===== config.mk =====
export PLATFORM = sky130hd
export DESIGN_NAME = waterfall_line_writer_flat
export DESIGN_NICKNAME = d
export VERILOG_FILES = /design/src/rtl/waterfall_line_writer_if.sv /design/src/rtl/waterfall_line_writer.sv /design/src/flat_wrapper.sv
export SDC_FILE = /design/constraint.sdc
export NUM_CORES = 1
export LEC_CHECK = 0
export ABC_AREA = 1
export BUFFER_PORTS_ARGS = -buffer_cell sky130_fd_sc_hd__buf_2
export CORE_ASPECT_RATIO = 1.4
export CORE_MARGIN = 5
export CORE_UTILIZATION = 49
export CTS_CLUSTER_SIZE = 10
export DETAILED_ROUTE_END_ITERATION = 8
export HOLD_SLACK_MARGIN = 0.12
export PLACE_DENSITY = 0.73
export REMOVE_ABC_BUFFERS = 1
export SYNTH_ARGS = -nofsm -noshare
export SYNTH_HDL_FRONTEND = slang
export SYNTH_SLANG_ARGS = --single-unit

===== constraint.sdc =====
create_clock -name clk -period 2.01 [get_ports clk]
set_input_delay 0.402 -clock clk [delete_from_list [all_inputs] [get_ports clk]]
set_output_delay 0.402 -clock clk [all_outputs]
set_load 0.01 [all_outputs]

===== src/rtl/waterfall_line_writer_if.sv =====
`default_nettype none
// ---------------------------------------------------------------------------
// waterfall_line_writer_if : SDFT read, framebuffer write and status bundle
// rev 1.0
// ---------------------------------------------------------------------------
interface waterfall_line_writer_if #(
  parameter int LIMIT_BINS = 32,
  parameter int BIN_ADDR_W = $clog2(LIMIT_BINS),
  parameter int FREQ_W     = 16,
  parameter int PIX_W      = 4,
  parameter int ROWS       = 32,
  parameter int ROW_W      = $clog2(ROWS)
);
  logic                        line_req;
  logic                        sdft_ready;
  logic [FREQ_W-1:0]           sdft_bin_out;
  logic                        sdft_read;
  logic [BIN_ADDR_W-1:0]       sdft_bin_addr;
  logic                        fb_we;
  logic [ROW_W+BIN_ADDR_W-1:0] fb_addr;
  logic [PIX_W-1:0]            fb_data;
  logic [ROW_W-1:0]            top_row;
  logic                        busy;
  logic                        line_done;
  logic                        overrun;

  modport master (
    input  line_req, sdft_ready, sdft_bin_out,
    output sdft_read, sdft_bin_addr, fb_we, fb_addr, fb_data,
           top_row, busy, line_done, overrun
  );

  modport slave (
    output line_req, sdft_ready, sdft_bin_out,
    input  sdft_read, sdft_bin_addr, fb_we, fb_addr, fb_data,
           top_row, busy, line_done, overrun
  );
endinterface
`default_nettype wire


===== src/rtl/waterfall_line_writer.sv =====
`default_nettype none
// ---------------------------------------------------------------------------
// waterfall_line_writer : sweeps SDFT bins into one scrolling framebuffer row
// rev 1.0
// ---------------------------------------------------------------------------
module waterfall_line_writer #(
  parameter int LIMIT_BINS = 32,
  parameter int BIN_ADDR_W = $clog2(LIMIT_BINS),
  parameter int FREQ_W     = 16,
  parameter int PIX_W      = 4,
  parameter int ROWS       = 32,
  parameter int ROW_W      = $clog2(ROWS),
  parameter int SHIFT      = 4,
  parameter int READ_LAT   = 2
) (
  input  logic                     clk,
  input  logic                     reset_n,
  waterfall_line_writer_if.master  bus
);

  localparam logic [2:0] S_IDLE  = 3'd0;
  localparam logic [2:0] S_WAIT  = 3'd1;
  localparam logic [2:0] S_SWEEP = 3'd2;
  localparam logic [2:0] S_DRAIN = 3'd3;
  localparam logic [2:0] S_DONE  = 3'd4;

  localparam int                    CNT_W       = BIN_ADDR_W + 1;
  localparam logic [CNT_W-1:0]      C_RD_LAST   = CNT_W'(LIMIT_BINS);
  localparam logic [BIN_ADDR_W-1:0] C_COL_LAST  = BIN_ADDR_W'(LIMIT_BINS - 1);
  localparam logic [FREQ_W-1:0]     C_PIX_MAXW  = FREQ_W'((1 << PIX_W) - 1);
  localparam logic [PIX_W-1:0]      C_PIX_MAX   = PIX_W'((1 << PIX_W) - 1);

  logic [2:0]                  r_state;
  logic                        r_pending;
  logic                        r_read;
  logic [BIN_ADDR_W-1:0]       r_addr;
  logic [CNT_W-1:0]            r_rd_cnt;
  logic [READ_LAT-1:0]         r_vld;
  logic [BIN_ADDR_W-1:0]       r_cap_col;
  logic                        r_we;
  logic [ROW_W+BIN_ADDR_W-1:0] r_fb_addr;
  logic [PIX_W-1:0]            r_pix;
  logic [ROW_W-1:0]            r_row;
  logic [ROW_W-1:0]            r_top;
  logic                        r_done;
  logic                        r_ovr;

  logic                        w_busy;
  logic                        w_present;
  logic                        w_cap;
  logic                        w_last_wr;
  logic [FREQ_W-1:0]           w_shifted;
  logic [PIX_W-1:0]            w_pix;

  assign w_busy    = (r_state != S_IDLE);
  // The first read cycle carries an address the SDFT ignores, so it is not a column.
  assign w_present = r_read && (r_rd_cnt != '0);
  assign w_cap     = r_vld[READ_LAT-1];
  assign w_last_wr = r_we && (r_fb_addr[BIN_ADDR_W-1:0] == C_COL_LAST);
  assign w_shifted = bus.sdft_bin_out >> SHIFT;
  assign w_pix     = (w_shifted > C_PIX_MAXW) ? C_PIX_MAX : w_shifted[PIX_W-1:0];

  generate
    if (READ_LAT == 1) begin : g_vld_one
      always_ff @(posedge clk) begin
        if (!reset_n) r_vld <= '0;
        else          r_vld <= w_present;
      end
    end else begin : g_vld_deep
      always_ff @(posedge clk) begin
        if (!reset_n) r_vld <= '0;
        else          r_vld <= {r_vld[READ_LAT-2:0], w_present};
      end
    end
  endgenerate

  always_ff @(posedge clk) begin
    if (!reset_n) begin
      r_state   <= S_IDLE;
      r_pending <= 1'b0;
      r_read    <= 1'b0;
      r_addr    <= '0;
      r_rd_cnt  <= '0;
      r_cap_col <= '0;
      r_we      <= 1'b0;
      r_fb_addr <= '0;
      r_pix     <= '0;
      r_row     <= '0;
      r_top     <= ROW_W'(ROWS - 1);
      r_done    <= 1'b0;
      r_ovr     <= 1'b0;
    end else begin
      r_done <= 1'b0;
      r_ovr  <= 1'b0;
      r_we   <= w_cap;

      if (w_cap) begin
        r_pix     <= w_pix;
        r_fb_addr <= {r_row, r_cap_col};
        r_cap_col <= r_cap_col + BIN_ADDR_W'(1);
      end

      if (w_last_wr) begin
        r_done <= 1'b1;
        r_top  <= r_row;
        r_row  <= r_row + ROW_W'(1);
      end

      if (w_busy && bus.line_req) begin
        if (r_pending) r_ovr     <= 1'b1;
        else           r_pending <= 1'b1;
      end

      case (r_state)
        S_IDLE: begin
          if (bus.line_req || r_pending) begin
            r_state   <= S_WAIT;
            r_pending <= 1'b0;
          end
        end
        S_WAIT: begin
          if (bus.sdft_ready) begin
            r_read   <= 1'b1;
            r_addr   <= '0;
            r_rd_cnt <= '0;
            r_state  <= S_SWEEP;
          end
        end
        S_SWEEP: begin
          if (r_rd_cnt == C_RD_LAST) begin
            r_read  <= 1'b0;
            r_state <= S_DRAIN;
          end else begin
            if (r_rd_cnt != '0) r_addr <= r_addr + BIN_ADDR_W'(1);
            r_rd_cnt <= r_rd_cnt + CNT_W'(1);
          end
        end
        S_DRAIN: begin
          if (w_last_wr) r_state <= S_DONE;
        end
        S_DONE:  r_state <= S_IDLE;
        default: r_state <= S_IDLE;
      endcase
    end
  end

  assign bus.sdft_read     = r_read;
  assign bus.sdft_bin_addr = r_addr;
  assign bus.fb_we         = r_we;
  assign bus.fb_addr       = r_fb_addr;
  assign bus.fb_data       = r_pix;
  assign bus.top_row       = r_top;
  assign bus.busy          = w_busy;
  assign bus.line_done     = r_done;
  assign bus.overrun       = r_ovr;

endmodule
`default_nettype wire


===== src/flat_wrapper.sv =====
// flat-port wrapper written by rule: the top's interface ports become plain ports
module waterfall_line_writer_flat 
#(
  parameter int LIMIT_BINS = 32,
  parameter int BIN_ADDR_W = $clog2(LIMIT_BINS),
  parameter int FREQ_W     = 16,
  parameter int PIX_W      = 4,
  parameter int ROWS       = 32,
  parameter int ROW_W      = $clog2(ROWS),
  parameter int SHIFT      = 4,
  parameter int READ_LAT   = 2
)
  (clk, reset_n, bus_line_req, bus_sdft_ready, bus_sdft_bin_out, bus_sdft_read, bus_sdft_bin_addr, bus_fb_we, bus_fb_addr, bus_fb_data, bus_top_row, bus_busy, bus_line_done, bus_overrun);
  waterfall_line_writer_if #(.LIMIT_BINS(LIMIT_BINS), .BIN_ADDR_W(BIN_ADDR_W), .FREQ_W(FREQ_W), .PIX_W(PIX_W), .ROWS(ROWS), .ROW_W(ROW_W)) bus_i ();
  input  logic clk;
  input  logic reset_n;
  input wire logic [$bits(bus_i.line_req)-1:0] bus_line_req;
  input wire logic [$bits(bus_i.sdft_ready)-1:0] bus_sdft_ready;
  input wire logic [$bits(bus_i.sdft_bin_out)-1:0] bus_sdft_bin_out;
  output wire logic [$bits(bus_i.sdft_read)-1:0] bus_sdft_read;
  output wire logic [$bits(bus_i.sdft_bin_addr)-1:0] bus_sdft_bin_addr;
  output wire logic [$bits(bus_i.fb_we)-1:0] bus_fb_we;
  output wire logic [$bits(bus_i.fb_addr)-1:0] bus_fb_addr;
  output wire logic [$bits(bus_i.fb_data)-1:0] bus_fb_data;
  output wire logic [$bits(bus_i.top_row)-1:0] bus_top_row;
  output wire logic [$bits(bus_i.busy)-1:0] bus_busy;
  output wire logic [$bits(bus_i.line_done)-1:0] bus_line_done;
  output wire logic [$bits(bus_i.overrun)-1:0] bus_overrun;
  assign bus_i.line_req = bus_line_req;
  assign bus_i.sdft_ready = bus_sdft_ready;
  assign bus_i.sdft_bin_out = bus_sdft_bin_out;
  assign bus_sdft_read = bus_i.sdft_read;
  assign bus_sdft_bin_addr = bus_i.sdft_bin_addr;
  assign bus_fb_we = bus_i.fb_we;
  assign bus_fb_addr = bus_i.fb_addr;
  assign bus_fb_data = bus_i.fb_data;
  assign bus_top_row = bus_i.top_row;
  assign bus_busy = bus_i.busy;
  assign bus_line_done = bus_i.line_done;
  assign bus_overrun = bus_i.overrun;
  waterfall_line_writer #(.LIMIT_BINS(LIMIT_BINS), .BIN_ADDR_W(BIN_ADDR_W), .FREQ_W(FREQ_W), .PIX_W(PIX_W), .ROWS(ROWS), .ROW_W(ROW_W), .SHIFT(SHIFT), .READ_LAT(READ_LAT)) u_core (.clk(clk), .reset_n(reset_n), .bus(bus_i));
endmodule

==> flow_summary.json, run 1 <==
{
  "grt_pass1_vias": 1891,
  "synth_seq_cells": 50,
  "synthArstFlopShare": 0,
  "die_width_um": 67.4,
  "critical_path_class": "reg -> reg",
  "cts-root-buf": "clkbuf_8",
  "yosys.area_share.simple": 0.306,
  "synth_edf_count": 0,
  "grt_pass1_wl_um": 7800,
  "switchingPower_uw": 813,
  "drc": 0,
  "io_pins": 49,
  "synth_cells": 297,
  "rsz0062_at_grt": "false",
  "rows": 29,
  "p_per_area_nw_per_um2": 887,
  "h-tree-depth": 2,
  "setup_viol": 0,
  "die_area_um2": 6090,
  "netlist.top_cell.by_area": "dfxtp_1",
  "switching_share": 0.349,
  "die_y_um": 90.4,
  "cts_buffer_depth": 2,
  "area_delta_synth_final_pct": 16.3,
  "ys_top_cells_by_count": "nand2_1 (57), dfxtp_1 (50), nor2_1 (41)",
  "dp_worst_setup_slack_ns": 0.503,
  "antenna_found_initial": 0,
  "gp_congestion": 0.806,
  "synth_fa_ha_area_frac": 0.0277,
  "diodes": 0,
  "core_um2": 4500,
  "synth_top_family_by_area": "simple AND/OR/NAND/NOR gates",
  "dp.final_hpwl_um": 3330,
  "crit_chain": "inv_1, ha_1, nand2_1, nor2_2, nand3_2, nand2_4, nand2_1, a21oi_2",
  "fillers": 452,
  "p_clk_frac": 0.240,
  "clock_skew_ns": 0.00699,
  "drtIter0Drc": 48,
  "yosysWarnings": 0,
  "clock_latency_ns": 0.30,
  "cpPeakStageDelay_ns": 0.36,
  "synth_ff_type": "dfxtp_1",
  "multi_input_area_um2": 1090,
  "crit_fanout": 6,
  "fin_nets": 367,
  "endpoint_kind": "flip-flop",
  "synth_xor_area_frac": 0.00775,
  "synth_top_area_frac": 0.443,
  "required_ns": 2.24,
  "dr.pass1.iters": 4,
  "post-cts-setup-buffer-count": 0,
  "start_kind": "flip-flop",
  "yosysSeqAreaShare": 0.443,
  "grt_max_degree": 31,
  "critPathArrivalTime_ns": 1.73,
  "tritoncts": "done",
  "post_cts_resized": 0,
  "wire_per_inst_um": 11.2,
  "clkSinkCount": 50,
  "seq_power_share": 0.471,
  "track_usage": 0.157,
  "timing.final.ws_setup_ns": 0.513,
  "clk_pin_slew_ns": 0.09,
  "worst_pin_slew_ns": 0.434,
  "setup_tns_ns": 0,
  "finalMaxSlewViolations": 0,
  "power_frac_comb": 0.289,
  "synthMuxAreaShare": 0,
  "cts_hold_buf": 0,
  "start_util": 0.502,
  "fmax_ghz": 0.668,
  "io_buffers": 44,
  "yosys.cell_types.count": 34,
  "max_slew_margin": 0.710,
  "via_count": 2002,
  "p_leak_nw": 1.18,
  "synth.avg_cell_area_um2": 7.61,
  "crit_top_cell": "nand2_1",
  "intPower_mw": 1.52,
  "ant_nets": 0,
  "hp-class": "in -> reg",
  "gr-total-overflow": 0,
  "hold_viol_final": 0,
  "syn-cell-area_um2": 2260,
  "drive_above_1_share": 0.228,
  "post-route-period-util": 0.745,
  "cts_buffers": 5,
  "regArea_um2": 1000,
  "finalPower_mw": 2.33,
  "wirelength_um": 4530,
  "synthTopCellsByArea": "dfxtp_1 (44%), nand2_1 (9.5%), nor2_1 (6.8%), a21oi_1 (6.0%), inv_1 (4.3%)",
  "finalCriticalPeriod_ns": 1.50,
  "outcome": "finished clean",
  "yosysMostFrequentCell": "nand2_1",
  "slowest_stage": "dfxtp_1",
  "ir_drop_mv": 0.426,
  "synth-compound-area-share": 0.142,
  "drv_cap": 0,
  "viasPerCell": 4.96
}
-- metrics by stage --
stage                     cell area, um2   util  cells  hold slack (ns)
final                               2630  0.584    404            0.372
after global routing                2630  0.584    404            0.381
after CTS                           2630  0.584    404            0.361
after detailed placement            2540  0.565    397            0.413
after global placement              2540  0.565    397            0.406
after floorplan                     2220      -    288            0.390
-- power groups by stage --
| stage | logic [mW] | clock network [mW] | registers [mW] |
|---|---|---|---|
| after detailed placement | 0.681 | 0 | 1.12 |
| after global routing | 0.768 | 0.605 | 1.11 |
| after floorplan | 0.522 | 0 | 1.12 |
| final | 0.674 | 0.560 | 1.10 |
| after global placement | 0.673 | 0 | 1.12 |
| after CTS | 0.683 | 0.581 | 1.10 |
-- cell usage in the layout, fill, tap and decap left out, types with 3 or more instances in the layout --
cell and count:
nand2_1 57, dfxtp_1 50, buf_2 44, nor2_1 41
a21oi_1 27, inv_1 26, nand3_1 19, o21ai_0 18
nand4_1 6, nand2_4 5, ha_1 5, clkbuf_8 5
nor3_1 4, nor2_4 3, nand3_2 3, a21oi_2 3
buf_4 3
-- logic make-up (layout without fill, tap and decap cells) --
group	after synthesis	after routing
xor gates and xnor gates	2	2
buffers and inverters	40	85
and+or+nand+nor	146	146
DFF	50	50
adders and majority gates	5	5
AOI/OAI and AO/OA	54	54
-- worst max-delay path: cells and delay by family (launching register included) --
family	cells	cell delay, ns
fa+ha+maj	1	0.20
simple gates	5	0.65
flops	1	0.36
buf+inv	1	0.11
compound gates	1	0.12
-- final cells by class --
cell class,instances,area share
clock buffer,5,0.0262
inverter,31,0.0490
timing repair buffer,47,0.0924
sequential,50,0.381
clock inverter,2,0.00571
tap,62,0.0295
multi-input combinational,207,0.416
-- worst paths after layout --
| check | start | endpoint | slack, ns | depth (start not counted) |
|---|---|---|---|---|
| worst max-delay path | u_core.r_rd_cnt[0] | u_core.r_rd_cnt[0] | 0.51 | 8 |
| worst min-delay path | bus_sdft_bin_out[4] | u_core.bus.fb_data[0] | 0.37 | 3 |
| worst max register to register | u_core.r_rd_cnt[0] | u_core.r_rd_cnt[0] | 0.51 | 8 |
| worst min register to register | u_core.r_vld[0] | u_core.r_vld[1] | 0.43 | 2 |
-- per-layer routing --
layer | routed length [um] | part of all wire | global-route usage | up-vias
li1 | - | - | - | 1052
met4 | 38 | 0.0084 | 0.0372 | 0
met1 | 1960 | 0.43 | 0.185 | 901
met3 | 204 | 0.045 | 0.0349 | 4
met2 | 2320 | 0.51 | 0.281 | 45
met5 | 0 | 0 | 0 | -
-- state kept, by name, summed over array words and instances, names as in the netlist, 3 cells and up --
signal,count
u_core.bus.fb_addr,10
u_core.bus.fb_data,4
u_core.r_row,5
u_core.r_cap_col,5
u_core.r_rd_cnt,6
u_core.bus.sdft_bin_addr,5
u_core.bus.top_row,5
u_core.r_state,3
No activity file was read; power rests on OpenSTA's default activity.
==> run 2, diff against run 1 <==
Clock period 2.01 ns to 1.55 ns, I/O delays scaled along.
==> run 2 against run 1 <==
Effect of this change: non-clock buffer count up 3; flip-flop and latch count unchanged; total power up 45%; worst setup slack worse by 0.38 ns; design area up 2.9%; cell count up 0.99%; sequential share of layout area down 1.1 points; critical path type is now reg -> out; critical endpoint is now bus_busy; highest routed layer unchanged.
==> flow_summary.json, run 2 (same netlist as run 1, synthesis figures left out) <==
{
  "wirelength_um": 4630,
  "grt_pass1_vias": 1979,
  "outcome": "finished clean",
  "fin_nets": 370,
  "finalCriticalPeriod_ns": 1.42,
  "reg2reg_slack_ns": 0.14,
  "die_area_um2": 6090,
  "critPathArrivalTime_ns": 1.11,
  "start_kind": "flip-flop",
  "cts_hold_buf": 0,
  "final_common_cell": "nand2_1",
  "p_clk_frac": 0.320,
  "p_leak_nw": 1.22,
  "tritoncts": "done",
  "start_util": 0.502,
  "drv_cap": 0,
  "via_count": 2044,
  "viasPerCell": 5.01,
  "worst_pin_slew_ns": 0.332,
  "timing.final.ws_setup_ns": 0.133,
  "dp.final_hpwl_um": 3440,
  "ir_drop_mv": 0.815,
  "multi_input_area_um2": 1090,
  "seq_power_share": 0.419,
  "drive_above_1_share": 0.237,
  "intPower_mw": 2.31,
  "dp_worst_setup_slack_ns": 0.148,
  "fmax_ghz": 0.706,
  "die_y_um": 90.4,
  "antenna_found_initial": 0,
  "setup_tns_ns": 0,
  "power_frac_comb": 0.261,
  "gp_congestion": 0.816,
  "endpoint_kind": "output port",
  "clock_latency_ns": 0.30,
  "regToRegStartpoint": "u_core.r_rd_cnt[1]",
  "worstRegToRegCells": 9,
  "whs_path_depth": 3,
  "holdPathEnd": "u_core.bus.overrun",
  "ant_nets": 0,
  "clkSinkCount": 50,
  "switching_share": 0.316,
  "grt_pass1_wl_um": 8240,
  "clk_pin_slew_ns": 0.09,
  "fillers": 451,
  "core_um2": 4500,
  "critical_path_class": "reg -> out",
  "io_buffers": 44,
  "clock_skew_ns": 0.00545,
  "rr_endpoint": "u_core.bus.sdft_bin_addr[0]",
  "p_per_area_nw_per_um2": 1250,
  "dr.pass1.iters": 6,
  "mostFrequentLayoutCells": "nand2_1 (57), dfxtp_1 (50), buf_2 (44)",
  "diodes": 0,
  "regArea_um2": 1000,
  "hold_viol_final": 0,
  "drtIter0Drc": 79,
  "setup_viol": 0,
  "hold_slack_ns": 0.267,
  "crit_fanout": 5,
  "switchingPower_mw": 1.07,
  "rows": 29,
  "cts_buffer_depth": 2,
  "io_pins": 49,
  "max_slew_margin": 0.779,
  "die_width_um": 67.4,
  "hp-start": "bus_line_req",
  "area_delta_synth_final_pct": 19.7,
  "largest_reg_flops": 10,
  "post-cts-setup-buffer-count": 0,
  "hp-class": "in -> reg",
  "grt_max_degree": 31,
  "rsz0062_at_grt": "false",
  "crit_path_start": "u_core.r_state[0]",
  "fin_util": 0.601,
  "required_ns": 1.24,
  "post-route-period-util": 0.914,
  "post_cts_resized": 0,
  "cts-root-buf": "clkbuf_8",
  "wire_per_inst_um": 11.3,
  "h-tree-depth": 2,
  "finalMaxSlewViolations": 0,
  "track_usage": 0.168,
  "gr-total-overflow": 0,
  "drc": 0,
  "cts_buffers": 5
}
-- run 2: cell count changes in the layout (fill, tap and decap cells not counted), sizes merged --
cell	change
buf	+3
clkinvlp	-2
clkinv	+1
bufinv	+2
-- run 2: worst max-delay path, stage by stage (launching register included) --
cell	delay, ns
dfxtp_1	0.38
nor2_4	0.17
nand2_1	0.10
buf_2	0.15
-- run 2: power by group through the flow --
stage / Clock (mW) / Sequential [mW] / Combinational, mW
floorplan: 0 / 1.46 / 0.677
global placement: 0 / 1.45 / 0.887
detailed placement: 0 / 1.45 / 0.895
CTS: 1.11 / 1.42 / 0.897
global route: 1.16 / 1.43 / 1.01
finish: 1.08 / 1.42 / 0.882
-- run 2: metal layers --
layer  GRT usage  wire (um)  vias up
li1            -          -     1062
met1       0.190       1960      923
met2       0.291       2340       49
met3      0.0448        230       10
met4      0.0660         98        0
met5           0          0        -
-- run 2: worst max path at each step --
| stage | endpoint | slack (ns) | depth (start not counted) |
|---|---|---|---|
| 6_report | bus_busy | 0.13 | 3 |
| 5_1_grt | u_core.bus.sdft_bin_addr[1] | 0.0007 | 9 |
| 4_1_cts | bus_busy | 0.12 | 3 |
| 3_5_place_dp | u_core.bus.sdft_bin_addr[0] | 0.15 | 9 |
| 3_3_place_gp | u_core.bus.sdft_bin_addr[1] | 0.17 | 9 |
| 2_1_floorplan | u_core.r_rd_cnt[5] | 0.22 | 9 |
-- run 2: cell type report --
type | count | area share
clock buffers | 5 | 0.0255
inverters | 31 | 0.0477
well taps | 62 | 0.0287
multi-input cells | 207 | 0.404
clock inverters | 3 | 0.0255
flip-flops and latches | 50 | 0.370
repair buffers | 50 | 0.0981
-- run 2: metrics by stage --
| stage | power, mW | instance area [um2] | cells |
|---|---|---|---|
| floorplan | 2.13 | 2220 | 288 |
| global placement | 2.33 | 2570 | 400 |
| detailed placement | 2.34 | 2570 | 400 |
| CTS | 3.43 | 2700 | 408 |
| global route | 3.60 | 2700 | 408 |
| finish | 3.38 | 2700 | 408 |
==> run 3, diff against run 2 <==
Settings changed: CELL_PAD_IN_SITES_DETAIL_PLACEMENT from default to 1, CELL_PAD_IN_SITES_GLOBAL_PLACEMENT from default to 2, CORE_UTILIZATION 49 to 30, HOLD_SLACK_MARGIN 0.12 to 0.05, PLACE_DENSITY 0.73 to default, PLACE_DENSITY_LB_ADDON from default to 0.1.
==> run 3 against run 2 <==
Effect of this change: fmax down 1.5%; design area increased by 1.2%; flip-flop and latch count unchanged; clock power is 26% lower; utilization fell by 23 points; die area grew 54%; hold slack improved by 0.0099 ns; sequential power barely moved; clock-buffer cell count up 2; non-clock buffer count up 4.
==> flow_summary.json, run 3 (same netlist as run 1, synthesis figures left out) <==
{
  "outcome": "finished clean",
  "switching_share": 0.355,
  "fin_area_um2": 2740,
  "io_pins": 49,
  "gp_congestion": 0.771,
  "p_leak_nw": 1.22,
  "ant_nets": 0,
  "drive_above_1_share": 0.243,
  "setup_tns_ns": 0,
  "drc": 0,
  "grt_max_degree": 17,
  "dp_worst_setup_slack_ns": 0.113,
  "die_area_um2": 9390,
  "timing.final.ws_setup_ns": 0.111,
  "post_cts_resized": 0,
  "fin_util": 0.372,
  "finalPower_mw": 3.15,
  "grt_pass1_wl_um": 10300,
  "start_kind": "flip-flop",
  "area_delta_synth_final_pct": 21.1,
  "dr_wl_met2_um": 2940,
  "start_util": 0.307,
  "gr-total-overflow": 0,
  "h-tree-depth": 2,
  "dp.cells": 439,
  "drtIter0Drc": 41,
  "mostFrequentLayoutCells": "nand2_1 (57), dfxtp_1 (50), buf_2 (44)",
  "wire_per_inst_um": 13.0,
  "finalMaxSlewViolations": 0,
  "die_y_um": 113,
  "p_per_area_nw_per_um2": 1150,
  "max_slew_margin": 0.723,
  "p_clk_frac": 0.253,
  "io_buffers": 44,
  "die_width_um": 83.4,
  "antenna_found_initial": 0,
  "via_count": 2106,
  "stdcell_count": 447,
  "critPathArrivalTime_ns": 1.13,
  "fmax_ghz": 0.695,
  "routed.top_layer": "met4",
  "fin_nets": 374,
  "cts_hold_buf": 0,
  "crit_fanout": 5,
  "endpoint_kind": "output port",
  "ir_drop_mv": 0.475,
  "crit_family": "flip-flops",
  "required_ns": 1.24,
  "finalCriticalPeriod_ns": 1.44,
  "clock_skew_ns": 0.00859,
  "intPower_mw": 2.03,
  "cpPeakStageDelay_ns": 0.39,
  "power_frac_comb": 0.296,
  "drv_cap": 0,
  "switchingPower_mw": 1.12,
  "hold_slack_ns": 0.277,
  "clock_latency_ns": 0.30,
  "cts_buffers": 5,
  "track_usage": 0.132,
  "multi_input_area_um2": 1100,
  "wirelength_um": 5810,
  "clk_pin_slew_ns": 0.10,
  "placed_area_um2": 2640,
  "rsz0062_at_grt": "false",
  "clkSinkCount": 50,
  "hp-class": "in -> reg",
  "seq_power_share": 0.451,
  "viasPerCell": 4.71,
  "rows": 37,
  "worst_pin_slew_ns": 0.415,
  "core_um2": 7360,
  "cts-root-buf": "clkbuf_8",
  "post-cts-setup-buffer-count": 0,
  "hold_viol_final": 0,
  "tritoncts": "done",
  "grt_pass1_vias": 2208,
  "diodes": 0,
  "post-route-period-util": 0.928,
  "dp.final_hpwl_um": 4390,
  "slowest_stage": "dfxtp_1",
  "largest_reg_flops": 10,
  "regArea_um2": 1000,
  "final_common_cell": "nand2_1",
  "setup_viol": 0,
  "cts_buffer_depth": 2,
  "wl_met3_um": 214,
  "fillers": 939,
  "critical_path_class": "reg -> out",
  "path_buf_inv": 1,
  "dr.pass1.iters": 4,
  "crit_chain": "nor2_4, nand2_1, buf_2",
  "met1Wirelength_um": 2590
}
## run 3: changes by cell type in the layout (fill, tap and decap cells not counted), sizes merged
cell,before,now
clkbuf,5,7
bufinv,2,0
buf,50,54
## run 3: worst paths after layout
path,endpoint,startpoint,cells after the start,slack [ns]
hold reg to reg,u_core.r_vld[1],u_core.r_vld[0],2,0.43
setup reg to reg,u_core.r_rd_cnt[5],u_core.r_state[0],8,0.17
setup / recovery,bus_busy,u_core.r_state[0],3,0.11
hold / removal,u_core.bus.fb_data[0],bus_sdft_bin_out[4],3,0.28
## run 3: routing by layer
layer | up-vias | GRT usage
met3 | 5 | 0.0291
li1 | 1068 | -
met4 | 0 | 0.0425
met5 | - | 0
met2 | 34 | 0.233
met1 | 999 | 0.159
## run 3: area by class of cell
cell class | instances | area share
inverter | 31 | 0.0471
sequential | 50 | 0.366
clock buffer | 7 | 0.0316
timing repair buffer | 54 | 0.108
tap | 97 | 0.0444
multi-input combinational | 207 | 0.401
clock inverter | 1 | 0.00183
## run 3: tightest hold or removal path: cells and delay by family
family / cells / cell delay (ns)
AND/OR/NAND/NOR: 1 / 0.03
AO/OA/AOI/OAI: 1 / 0.12
buffers and inverters: 1 / 0.07
## run 3: power by group through the flow
stage                     Clock (mW)  Sequential (mW)  Combinational, mW
after floorplan                    0             1.46              0.677
after global placement             0             1.45              0.939
after detailed placement           0             1.46              0.947
after CTS                      0.857             1.43              0.949
after global routing           0.904             1.43               1.04
final                          0.798             1.42              0.933
